==> src/rtl/nonogram_clue_loader_if.sv <==
// Byte-in / RAM-write-out bus of the nonogram clue loader.
// master = UART + option RAM side, slave = loader side.
interface nonogram_clue_loader_if #(
    parameter int ADDR_W = 10
);
    logic              axiiv;
    logic [7:0]        axiid;
    logic              wea;
    logic [ADDR_W-1:0] addra;
    logic [17:0]       dina;
    logic              axiov;

    modport master (output axiiv, axiid, input wea, addra, dina, axiov);
    modport slave  (input axiiv, axiid, output wea, addra, dina, axiov);
endinterface

==> src/rtl/nonogram_clue_loader.sv <==
// Frames the UART byte stream into 18-bit header/option/end words for the option RAM.
// Latency: each write is registered, one cycle after the byte. Backpressure: none; bytes may arrive with any gap.
module nonogram_clue_loader #(
    parameter int         DEPTH      = 1024,
    parameter int         MAX_DIM    = 16,
    parameter logic [7:0] START_BYTE = 8'hA5,
    parameter logic [7:0] END_BYTE   = 8'h5A,
    localparam int        ADDR_W     = $clog2(DEPTH)
) (
    input  logic                   clk,
    input  logic                   rst_n,
    nonogram_clue_loader_if.slave  bus,
    output logic [ADDR_W:0]        num_words,
    output logic [4:0]             rows,
    output logic [4:0]             cols,
    output logic                   error,
    output logic                   busy
);
    typedef enum logic [2:0] {
        IDLE, ROWS, COLS, LCNT, OPT_HI, OPT_LO, ENDM, ERR
    } state_t;

    state_t            state_q, state_d;
    logic [4:0]        rows_w_q, rows_w_d, cols_w_q, cols_w_d;
    logic [5:0]        line_q, line_d;
    logic [7:0]        k_q, k_d;
    logic [7:0]        hi_q, hi_d;
    logic [ADDR_W-1:0] wr_addr_q, wr_addr_d;
    logic              wea_q, wea_d;
    logic [ADDR_W-1:0] addra_q, addra_d;
    logic [17:0]       dina_q, dina_d;
    logic              axiov_q, axiov_d;
    logic [ADDR_W:0]   num_words_q, num_words_d;
    logic [4:0]        rows_q, rows_d, cols_q, cols_d;
    logic              error_q, error_d, busy_q, busy_d;

    logic [15:0] opt_w;
    logic        last_line, is_col, opt_bad, at_limit, dim_bad;
    logic [5:0]  line_idx;

    assign opt_w     = {hi_q, bus.axiid};
    assign last_line = (line_q == ({1'b0, rows_w_q} + {1'b0, cols_w_q} - 6'd1));
    assign is_col    = (line_q >= {1'b0, rows_w_q});
    assign line_idx  = is_col ? (line_q - {1'b0, rows_w_q}) : line_q;
    // A row option may only use COLS bits, a column option only ROWS bits.
    assign opt_bad   = is_col ? ((opt_w >> rows_w_q) != 16'd0)
                              : ((opt_w >> cols_w_q) != 16'd0);
    // The last RAM word is kept free so the end word always fits.
    assign at_limit  = (wr_addr_q == ADDR_W'(DEPTH - 1));
    assign dim_bad   = (bus.axiid == 8'd0) || (bus.axiid > 8'(MAX_DIM));

    always_comb begin
        state_d     = state_q;
        rows_w_d    = rows_w_q;
        cols_w_d    = cols_w_q;
        line_d      = line_q;
        k_d         = k_q;
        hi_d        = hi_q;
        wr_addr_d   = wr_addr_q;
        wea_d       = 1'b0;
        addra_d     = addra_q;
        dina_d      = dina_q;
        axiov_d     = 1'b0;
        num_words_d = num_words_q;
        rows_d      = rows_q;
        cols_d      = cols_q;
        error_d     = error_q;
        busy_d      = busy_q;

        if (bus.axiiv) begin
            case (state_q)
                IDLE, ERR: begin
                    if (bus.axiid == START_BYTE) begin
                        state_d   = ROWS;
                        busy_d    = 1'b1;
                        error_d   = 1'b0;
                        wr_addr_d = '0;
                        addra_d   = '0;
                    end
                end
                ROWS: begin
                    rows_w_d = bus.axiid[4:0];
                    state_d  = dim_bad ? ERR : COLS;
                end
                COLS: begin
                    cols_w_d = bus.axiid[4:0];
                    line_d   = 6'd0;
                    state_d  = dim_bad ? ERR : LCNT;
                end
                LCNT: begin
                    if (at_limit) begin
                        state_d = ERR;
                    end else begin
                        wea_d     = 1'b1;
                        addra_d   = wr_addr_q;
                        wr_addr_d = wr_addr_q + ADDR_W'(1);
                        dina_d    = {2'b10, is_col, 1'b0, line_idx, bus.axiid};
                        k_d       = bus.axiid;
                        if (bus.axiid != 8'd0) begin
                            state_d = OPT_HI;
                        end else if (last_line) begin
                            state_d = ENDM;
                        end else begin
                            line_d = line_q + 6'd1;
                        end
                    end
                end
                OPT_HI: begin
                    hi_d    = bus.axiid;
                    state_d = OPT_LO;
                end
                OPT_LO: begin
                    if (opt_bad || at_limit) begin
                        state_d = ERR;
                    end else begin
                        wea_d     = 1'b1;
                        addra_d   = wr_addr_q;
                        wr_addr_d = wr_addr_q + ADDR_W'(1);
                        dina_d    = {2'b01, opt_w};
                        k_d       = k_q - 8'd1;
                        if (k_q != 8'd1) begin
                            state_d = OPT_HI;
                        end else if (last_line) begin
                            state_d = ENDM;
                        end else begin
                            line_d  = line_q + 6'd1;
                            state_d = LCNT;
                        end
                    end
                end
                ENDM: begin
                    if (bus.axiid == END_BYTE) begin
                        wea_d       = 1'b1;
                        addra_d     = wr_addr_q;
                        wr_addr_d   = wr_addr_q + ADDR_W'(1);
                        dina_d      = {2'b11, 3'b000, rows_w_q, 3'b000, cols_w_q};
                        axiov_d     = 1'b1;
                        num_words_d = {1'b0, wr_addr_q} + {{ADDR_W{1'b0}}, 1'b1};
                        rows_d      = rows_w_q;
                        cols_d      = cols_w_q;
                        busy_d      = 1'b0;
                        state_d     = IDLE;
                    end else begin
                        state_d = ERR;
                    end
                end
                default: state_d = ERR;
            endcase
        end

        if ((state_d == ERR) && (state_q != ERR)) begin
            error_d = 1'b1;
            busy_d  = 1'b0;
        end
    end

    always_ff @(posedge clk or negedge rst_n) begin
        if (!rst_n) begin
            state_q     <= IDLE;
            rows_w_q    <= '0;
            cols_w_q    <= '0;
            line_q      <= '0;
            k_q         <= '0;
            hi_q        <= '0;
            wr_addr_q   <= '0;
            wea_q       <= 1'b0;
            addra_q     <= '0;
            dina_q      <= '0;
            axiov_q     <= 1'b0;
            num_words_q <= '0;
            rows_q      <= '0;
            cols_q      <= '0;
            error_q     <= 1'b0;
            busy_q      <= 1'b0;
        end else begin
            state_q     <= state_d;
            rows_w_q    <= rows_w_d;
            cols_w_q    <= cols_w_d;
            line_q      <= line_d;
            k_q         <= k_d;
            hi_q        <= hi_d;
            wr_addr_q   <= wr_addr_d;
            wea_q       <= wea_d;
            addra_q     <= addra_d;
            dina_q      <= dina_d;
            axiov_q     <= axiov_d;
            num_words_q <= num_words_d;
            rows_q      <= rows_d;
            cols_q      <= cols_d;
            error_q     <= error_d;
            busy_q      <= busy_d;
        end
    end

    assign bus.wea   = wea_q;
    assign bus.addra = addra_q;
    assign bus.dina  = dina_q;
    assign bus.axiov = axiov_q;
    assign num_words = num_words_q;
    assign rows      = rows_q;
    assign cols      = cols_q;
    assign error     = error_q;
    assign busy      = busy_q;
endmodule

==> src/flat_wrapper.sv <==
// flat-port wrapper written by rule: the top's interface ports become plain ports
module nonogram_clue_loader_flat 
#(
    parameter int         DEPTH      = 1024,
    parameter int         MAX_DIM    = 16,
    parameter logic [7:0] START_BYTE = 8'hA5,
    parameter logic [7:0] END_BYTE   = 8'h5A,
    localparam int        ADDR_W     = $clog2(DEPTH)
)
  (clk, rst_n, num_words, rows, cols, error, busy, bus_axiiv, bus_axiid, bus_wea, bus_addra, bus_dina, bus_axiov);
  nonogram_clue_loader_if #(.ADDR_W(10)) bus_i ();
  input  logic clk;
  input  logic rst_n;
  output logic [ADDR_W:0] num_words;
  output logic [4:0] rows;
  output logic [4:0] cols;
  output logic error;
  output logic busy;
  input wire logic [$bits(bus_i.axiiv)-1:0] bus_axiiv;
  input wire logic [$bits(bus_i.axiid)-1:0] bus_axiid;
  output wire logic [$bits(bus_i.wea)-1:0] bus_wea;
  output wire logic [$bits(bus_i.addra)-1:0] bus_addra;
  output wire logic [$bits(bus_i.dina)-1:0] bus_dina;
  output wire logic [$bits(bus_i.axiov)-1:0] bus_axiov;
  assign bus_i.axiiv = bus_axiiv;
  assign bus_i.axiid = bus_axiid;
  assign bus_wea = bus_i.wea;
  assign bus_addra = bus_i.addra;
  assign bus_dina = bus_i.dina;
  assign bus_axiov = bus_i.axiov;
  nonogram_clue_loader #(.DEPTH(DEPTH), .MAX_DIM(MAX_DIM), .START_BYTE(START_BYTE), .END_BYTE(END_BYTE)) u_core (.clk(clk), .rst_n(rst_n), .bus(bus_i), .num_words(num_words), .rows(rows), .cols(cols), .error(error), .busy(busy));
endmodule
==> config.mk <==
export PLATFORM = sky130hd
export DESIGN_NAME = nonogram_clue_loader_flat
export DESIGN_NICKNAME = d
export VERILOG_FILES = /design/src/rtl/nonogram_clue_loader_if.sv /design/src/rtl/nonogram_clue_loader.sv /design/src/flat_wrapper.sv
export SDC_FILE = /design/constraint.sdc
export NUM_CORES = 1
export LEC_CHECK = 0
export CAP_MARGIN = 20
export CORE_UTILIZATION = 57
export CTS_CLUSTER_DIAMETER = 30
export DETAILED_ROUTE_END_ITERATION = 12
export PLACE_DENSITY = 0.77
export SLEW_MARGIN = 20
export SYNTH_ARGS = -nofsm -noshare
export SYNTH_HDL_FRONTEND = slang
export SYNTH_SLANG_ARGS = --single-unit
==> constraint.sdc <==
create_clock -name clk -period 4.4 [get_ports clk]
set_input_delay 1.32 -clock clk [delete_from_list [all_inputs] [get_ports clk]]
set_output_delay 1.32 -clock clk [all_outputs]
set_load 0.05 [all_outputs]
==> results of run 1 <==
[cell type report]
class	count	area, um^2	share of cell area (%)
clock buffers	9	124	1.85
inverters	37	139	2.07
flip-flops and latches	98	2450	36.6
clock inverters	7	108	1.60
multi-input cells	449	2920	43.5
well taps	133	166	2.48
repair buffers	84	798	11.9
[sequential cells by signal, summed over array words and instances (netlist names)]
signal,cells
u_core.k_q,8
u_core.rows_w_q,5
u_core.wr_addr_q,10
u_core.bus.dina,18
u_core.hi_q,8
u_core.line_q,6
u_core.cols,5
u_core.cols_w_q,5
u_core.num_words,11
u_core.busy,1
u_core.bus.addra,10
u_core.bus.wea,1
u_core.state_q,3
u_core.error,1
u_core.rows,5
u_core.bus.axiov,1
[per-stage QoR]
| stage | total power, uW | setup WS, ns | hold slack (ns) | instance area (um^2) | std cells |
|---|---|---|---|---|---|
| final | 4720 | 0.630 | 0.485 | 6710 | 817 |
| after detailed placement | 4020 | 0.271 | 0.468 | 6480 | 801 |
| after global placement | 3940 | 0.340 | 0.462 | 6480 | 801 |
| after CTS | 4710 | 0.657 | 0.492 | 6710 | 817 |
| after floorplan | 3240 | 0.922 | 0.468 | 5660 | 622 |
| after global routing | 5040 | 0.410 | 0.512 | 6710 | 817 |
[metal layers]
layer | global-route usage (%) | vias to the layer above | share of wire (%)
li1 | - | 2328 | -
met1 | 43.3 | 2449 | 45
met2 | 49.3 | 169 | 47
met3 | 3.52 | 26 | 5.2
met4 | 13.8 | 0 | 2.4
met5 | 0 | - | 0
[final timing paths]
| path | from | to | slack [ns] | cells past startpoint |
|---|---|---|---|---|
| max | bus_axiid[6] | u_core.bus.dina[2] | 0.63 | 10 |
| min | u_core.num_words[6] | u_core.num_words[6] | 0.49 | 2 |
| max reg2reg | u_core.rows_w_q[0] | u_core.k_q[5] | 0.87 | 10 |
| min reg2reg | u_core.num_words[6] | u_core.num_words[6] | 0.49 | 2 |
| max in group asynchronous | rst_n | u_core.hi_q[6] | 2.71 | 2 |
| min in group asynchronous | rst_n | u_core.state_q[2] | 0.91 | 1 |
[worst max-delay path, stage by stage]
cell and delay (ns):
clkdlybuf4s50_1 0.54, mux2_2 0.33, o21ai_0 0.17, o2111ai_1 0.13, a31oi_1 0.19, a311o_1 0.35
a31oi_4 0.22, nor2b_4 0.19, buf_4 0.24, mux2_2 0.35
[report_power, final]
group | total, uW | leakage, uW | internal, uW | switching [uW]
registers | 1450 | 0.00127 | 1140 | 308
clock network | 682 | 0.000114 | 331 | 351
logic | 2590 | 0.00154 | 1020 | 1570
total | 4720 | 0.00292 | 2500 | 2230
[kinds of logic (layout without fill, tap and decap cells)]
kind of cell / Yosys count / after routing / share of synthesized area [%]
AO/OA/AOI/OAI: 169 / 169 / 19.6
XOR/XNOR: 18 / 18 / 2.78
adder cells (fa/ha/maj): 20 / 20 / 4.68
buffers and inverters: 75 / 137 / 5.24
flip-flops: 98 / 98 / 43.3
multiplexers: 34 / 34 / 6.65
AND/OR/NAND/NOR: 208 / 208 / 17.8
[cells in the final DEF, fill, tap and decap left out, types with 18 or more instances in the layout]
master / instances
a21oi_1: 28
buf_4: 21
clkdlybuf4s50_1: 62
dfrtp_1: 98
ha_1: 18
inv_1: 37
mux2_2: 29
nand2_1: 72
nand3_1: 22
nor2_1: 41
o21ai_0: 70
==> results.tsv, run 1 <==
metric	value	unit
status	complete, no violations	
PortBufs	63	
routed vias	4972	
cell taking the most area after synthesis	dfrtp_1	
Slew Limit Headroom	48.5	%
CTS sink cnt	98	
drt drc	0	
TritonRoute pass-1 iters	5	
Post-synth EDFFs	0	
Synth async-reset ratio	100	%
PD cells	704	nW/um^2
Crit Path Max Fanout	14	
vias in the first global route	4696	
Filler cells	784	
# Post-CTS Setup Buffers	0	
Yosys warnings	0	
Inserted Clock Buffers	9	
Slew Limit Fails	0	
PostCTS Resize Cnt	0	
clock latency at the later pin of the worst-skew pair	0.38	ns
syn_area_per_cell	9.10	um^2
Root Buffer	clkbuf_8	
share of layout cells above drive strength 1	12.0	%
Synth Instances	622	
global-route usage over all layers	31.2	%
top-area cell type share of the netlist area	43.3	%
largest net degree at the start of global routing	46	
RePlAce Congestion	0.903	
Post-Syn Area	5660	um^2
# nets final	710	
Core ar.	9680	um^2
Hold Violations, Final	0	
Final Cycle Share	85.7	%
Worst EP required	4.68	ns
Setup Skew	0.0110	ns
initial antenna violation count	0	
Detail Route Antenna Nets	0	
Pleak	0.00292	uW
Post-Syn Nets	653	
MaxCap Viol Count	0	
Synth area leaders	dfrtp_1 (43%), o21ai_0 (6.2%), mux2_2 (5.8%)	
n_diodes	0	
CP Data Arrival Time	4.05	ns
CTS max path bufs	2	
Die Area	10300	um^2
post-synth cell types	61	
per-cell routed wire length	18.6	um
top-count cell post-synth	dfrtp_1	
CTS tree	done	
Die H	102	um
grt ovf	0	
Least-Margin Pin Slew	0.766	ns
die width	102	um
Post-DP HPWL	11300	um
vias per inst	6.09	
Max Fclk	265	MHz
Hold Crit Class	flip-flop to flip-flop	
crit end category	flip-flop	
initial core utilization	58.5	%
Rows	36	
final setup vio count	0	
crit start category	input pin	
first-pass GRT wire length	24200	um
clock slew at reported path FFs	0.10	ns
Setup TNS	0	ns
H-tree Lvls	3	
critical path class	input pin to flip-flop	
Seq cells post-synth	98	
post-route minimum period	3.77	ns
io pins	64	
maximum vdd drop	0.567	mV
unrepaired setup endpoints after global routing	no	
top_reg_cell synth	dfrtp_1	
sequential fraction of the synthesis area	43.3	%
DR iter-0 viols	297	
final core area utilization	69.3	%
area delta synth->final	18.5	%
Commonest cells post-synth	dfrtp_1 (98), nand2_1 (72), o21ai_0 (70), nor2_1 (41), inv_1 (37)	
CTS Hold Bufs	0	
total routed wirelength	15200	um
(Power assumes the default switching activity.)
==> run 2, diff against run 1 <==
--- a/config.mk
+++ b/config.mk
@@ -6,11 +6,12 @@
 export NUM_CORES = 1
 export LEC_CHECK = 0
 export CAP_MARGIN = 20
-export CORE_UTILIZATION = 57
+export CORE_UTILIZATION = 61
 export CTS_CLUSTER_DIAMETER = 30
 export DETAILED_ROUTE_END_ITERATION = 12
-export PLACE_DENSITY = 0.77
+export PLACE_DENSITY = 0.82
 export SLEW_MARGIN = 20
 export SYNTH_ARGS = -nofsm -noshare
 export SYNTH_HDL_FRONTEND = slang
 export SYNTH_SLANG_ARGS = --single-unit
+export TNS_END_PERCENT = 30
==> constraint.sdc (replaced) <==
create_clock -name clk -period 4.75 [get_ports clk]
set_input_delay 1.425 -clock clk [delete_from_list [all_inputs] [get_ports clk]]
set_output_delay 1.425 -clock clk [all_outputs]
set_load 0.05 [all_outputs]
==> run 2 against run 1 <==
  * The flow now finishes with violations (DRC)
  * Largest cell class unchanged
  * Critical path depth unchanged
  * Critical endpoint is now u_core.wr_addr_q[2]
  * Clock power down 13%
  * First-iteration DRC count up 30%
==> results.tsv, run 2 (same netlist as run 1, synthesis figures left out) <==
metric	value	unit	change
PortBufs	63		unchanged
RePlAce Congestion	0.928		+2.8%
CP top delay family	compound AO/OA/AOI/OAI gates		
Setup TNS	0	ns	unchanged
WHS	0.488	ns	+0.00243 ns
Pleak	0.00288	uW	-1.4%
crit path buf inv count	2		unchanged
Post-DP HPWL	10800	um	-4.3%
Clock power frac	13.6	%	-0.8 points
DR iter-0 viols	387		+30%
# nets final	704		-0.85%
MaxCap Viol Count	0		unchanged
CP Data Arrival Time	4.29	ns	+0.24 ns
grt ovf	0		unchanged
global-route usage over all layers	33.0	%	+1.8 points
Inserted Clock Buffers	9		unchanged
Root Buffer	clkbuf_8		
initial core utilization	64.0	%	+5.5 points
total power	4330	uW	-8.4%
Worst EP required	5.00	ns	+0.32 ns
CTS tree	done		
Setup Skew	0.0184	ns	+0.00738 ns
PostCTS Resize Cnt	0		unchanged
Detail Route Antenna Nets	0		unchanged
Die H	98.4	um	-3.3%
maximum vdd drop	0.417	mV	-26%
H-tree Lvls	3		unchanged
PD cells	655	nW/um^2	-7.1%
io pins	64		unchanged
initial antenna violation count	0		unchanged
n_diodes	0		unchanged
share of layout cells above drive strength 1	11.2	%	-0.78 points
post-route minimum period	4.03	ns	
failing checks	DRC		
slowest stage delay, CP	0.63	ns	+0.09 ns
Max Fclk	248	MHz	
clock latency at the later pin of the worst-skew pair	0.38	ns	about the same
combinational power share	55.0	%	+0.2 points
status	finished with violations		
design area	6610	um^2	-1.5%
CTS max path bufs	2		unchanged
per-cell routed wire length	19.2	um	+3.4%
die width	98.4	um	-3.3%
Rows	34		-5.6%
Least-Margin Pin Slew	0.797	ns	+0.0307 ns
first-pass GRT wire length	25000	um	+3.0%
switch share	48.0	%	+0.83 points
# Post-CTS Setup Buffers	0		unchanged
CTS sink cnt	98		unchanged
vias in the first global route	4945		+5.3%
largest net degree at the start of global routing	57		+24%
Filler cells	649		-17%
flop2flop setup slack	1.05	ns	+0.18 ns
routed vias	4980		+0.16%
unrepaired setup endpoints after global routing	no		
critical path class	input pin to flip-flop		
crit end category	flip-flop		
area delta synth->final	16.7	%	
share of power burned in registers	31.4	%	+0.7 points
TritonRoute pass-1 iters	12		+7
Final Cycle Share	84.9	%	
max reg flops	18		unchanged
critical-path cell list	clkdlybuf4s50_1 > or2_2 > o32ai_1 > a21oi_1 > a211oi_1 > o31a_1 > a21o_1 > nand3_1 > buf_4 > a221o_1		
Die Area	9670	um^2	-6.4%
crit start category	input pin		
Pint	2250	uW	-9.9%
final setup vio count	0		unchanged
leading cell type in the layout, fill and taps excluded	dfrtp_1		
most frequent cells in the layout	dfrtp_1 (98), nand2_1 (72), o21ai_0 (70)		
vias per inst	6.34		+4.1%
Hold Violations, Final	0		unchanged
Hold Crit Class	flip-flop to flip-flop		
Worst path slowest cell	clkdlybuf4s50_1		
clock slew at reported path FFs	0.12	ns	+0.02 ns
drt drc	2		+2
Crit Path Max Fanout	20		+6
Area after DPL	6400	um^2	-1.3%
Psw	2080	uW	-6.8%
total routed wirelength	15100	um	-0.51%
Core ar.	8850	um^2	-8.6%
Slew Limit Headroom	46.4	%	-2.1 points
Slew Limit Fails	0		unchanged
CTS Hold Bufs	0		unchanged
==> run 2: worst paths after layout <==
path / from / endpoint / cells past startpoint
worst max-delay path: bus_axiid[5] / u_core.wr_addr_q[2] / 10
worst min-delay path: u_core.num_words[5] / u_core.num_words[5] / 2
worst max register to register: u_core.rows_w_q[1] / u_core.line_q[4] / 12
worst min register to register: u_core.num_words[5] / u_core.num_words[5] / 2
max in group asynchronous: rst_n / u_core.bus.dina[3] / 2
min in group asynchronous: rst_n / u_core.line_q[2] / 1
==> run 2: area by class of cell <==
type	count	area [um^2]	share of cell area [%]
multi-input combinational	449	2920	44.1
sequential	98	2450	37.1
timing repair buffer	78	753	11.4
inverter	37	139	2.10
tap	108	135	2.04
clock buffer	9	124	1.87
clock inverter	7	91.3	1.38
==> run 2: tightest hold or removal path, cell delays in order (launching register included) <==
cell and delay [ns]:
dfrtp_1 0.36, nand2_1 0.04, o21ai_0 0.06
==> run 2: through the flow <==
step,instances,utilization (%),worst slack (ns)
2_1_floorplan,622,-,1.17
3_3_place_gp,770,72.3,0.460
3_5_place_dp,770,72.3,0.349
4_1_cts,786,74.7,0.754
5_1_grt,786,74.7,0.558
6_report,786,74.7,0.715
==> run 2: per-layer routing <==
layer | routed length, um | global-route usage, %
met1 | 6440 | 45.5
met2 | 7170 | 53.0
met3 | 1170 | 5.80
met4 | 323 | 11.3
met5 | 0 | 0
==> run 2: power by group through the flow <==
stage / registers (uW) / logic [uW] / clock network [uW]
after CTS: 1340 / 2350 / 600
final: 1360 / 2380 / 591
after global placement: 1350 / 2250 / 0
after global routing: 1390 / 2590 / 630
after floorplan: 1540 / 1460 / 0
after detailed placement: 1360 / 2320 / 0
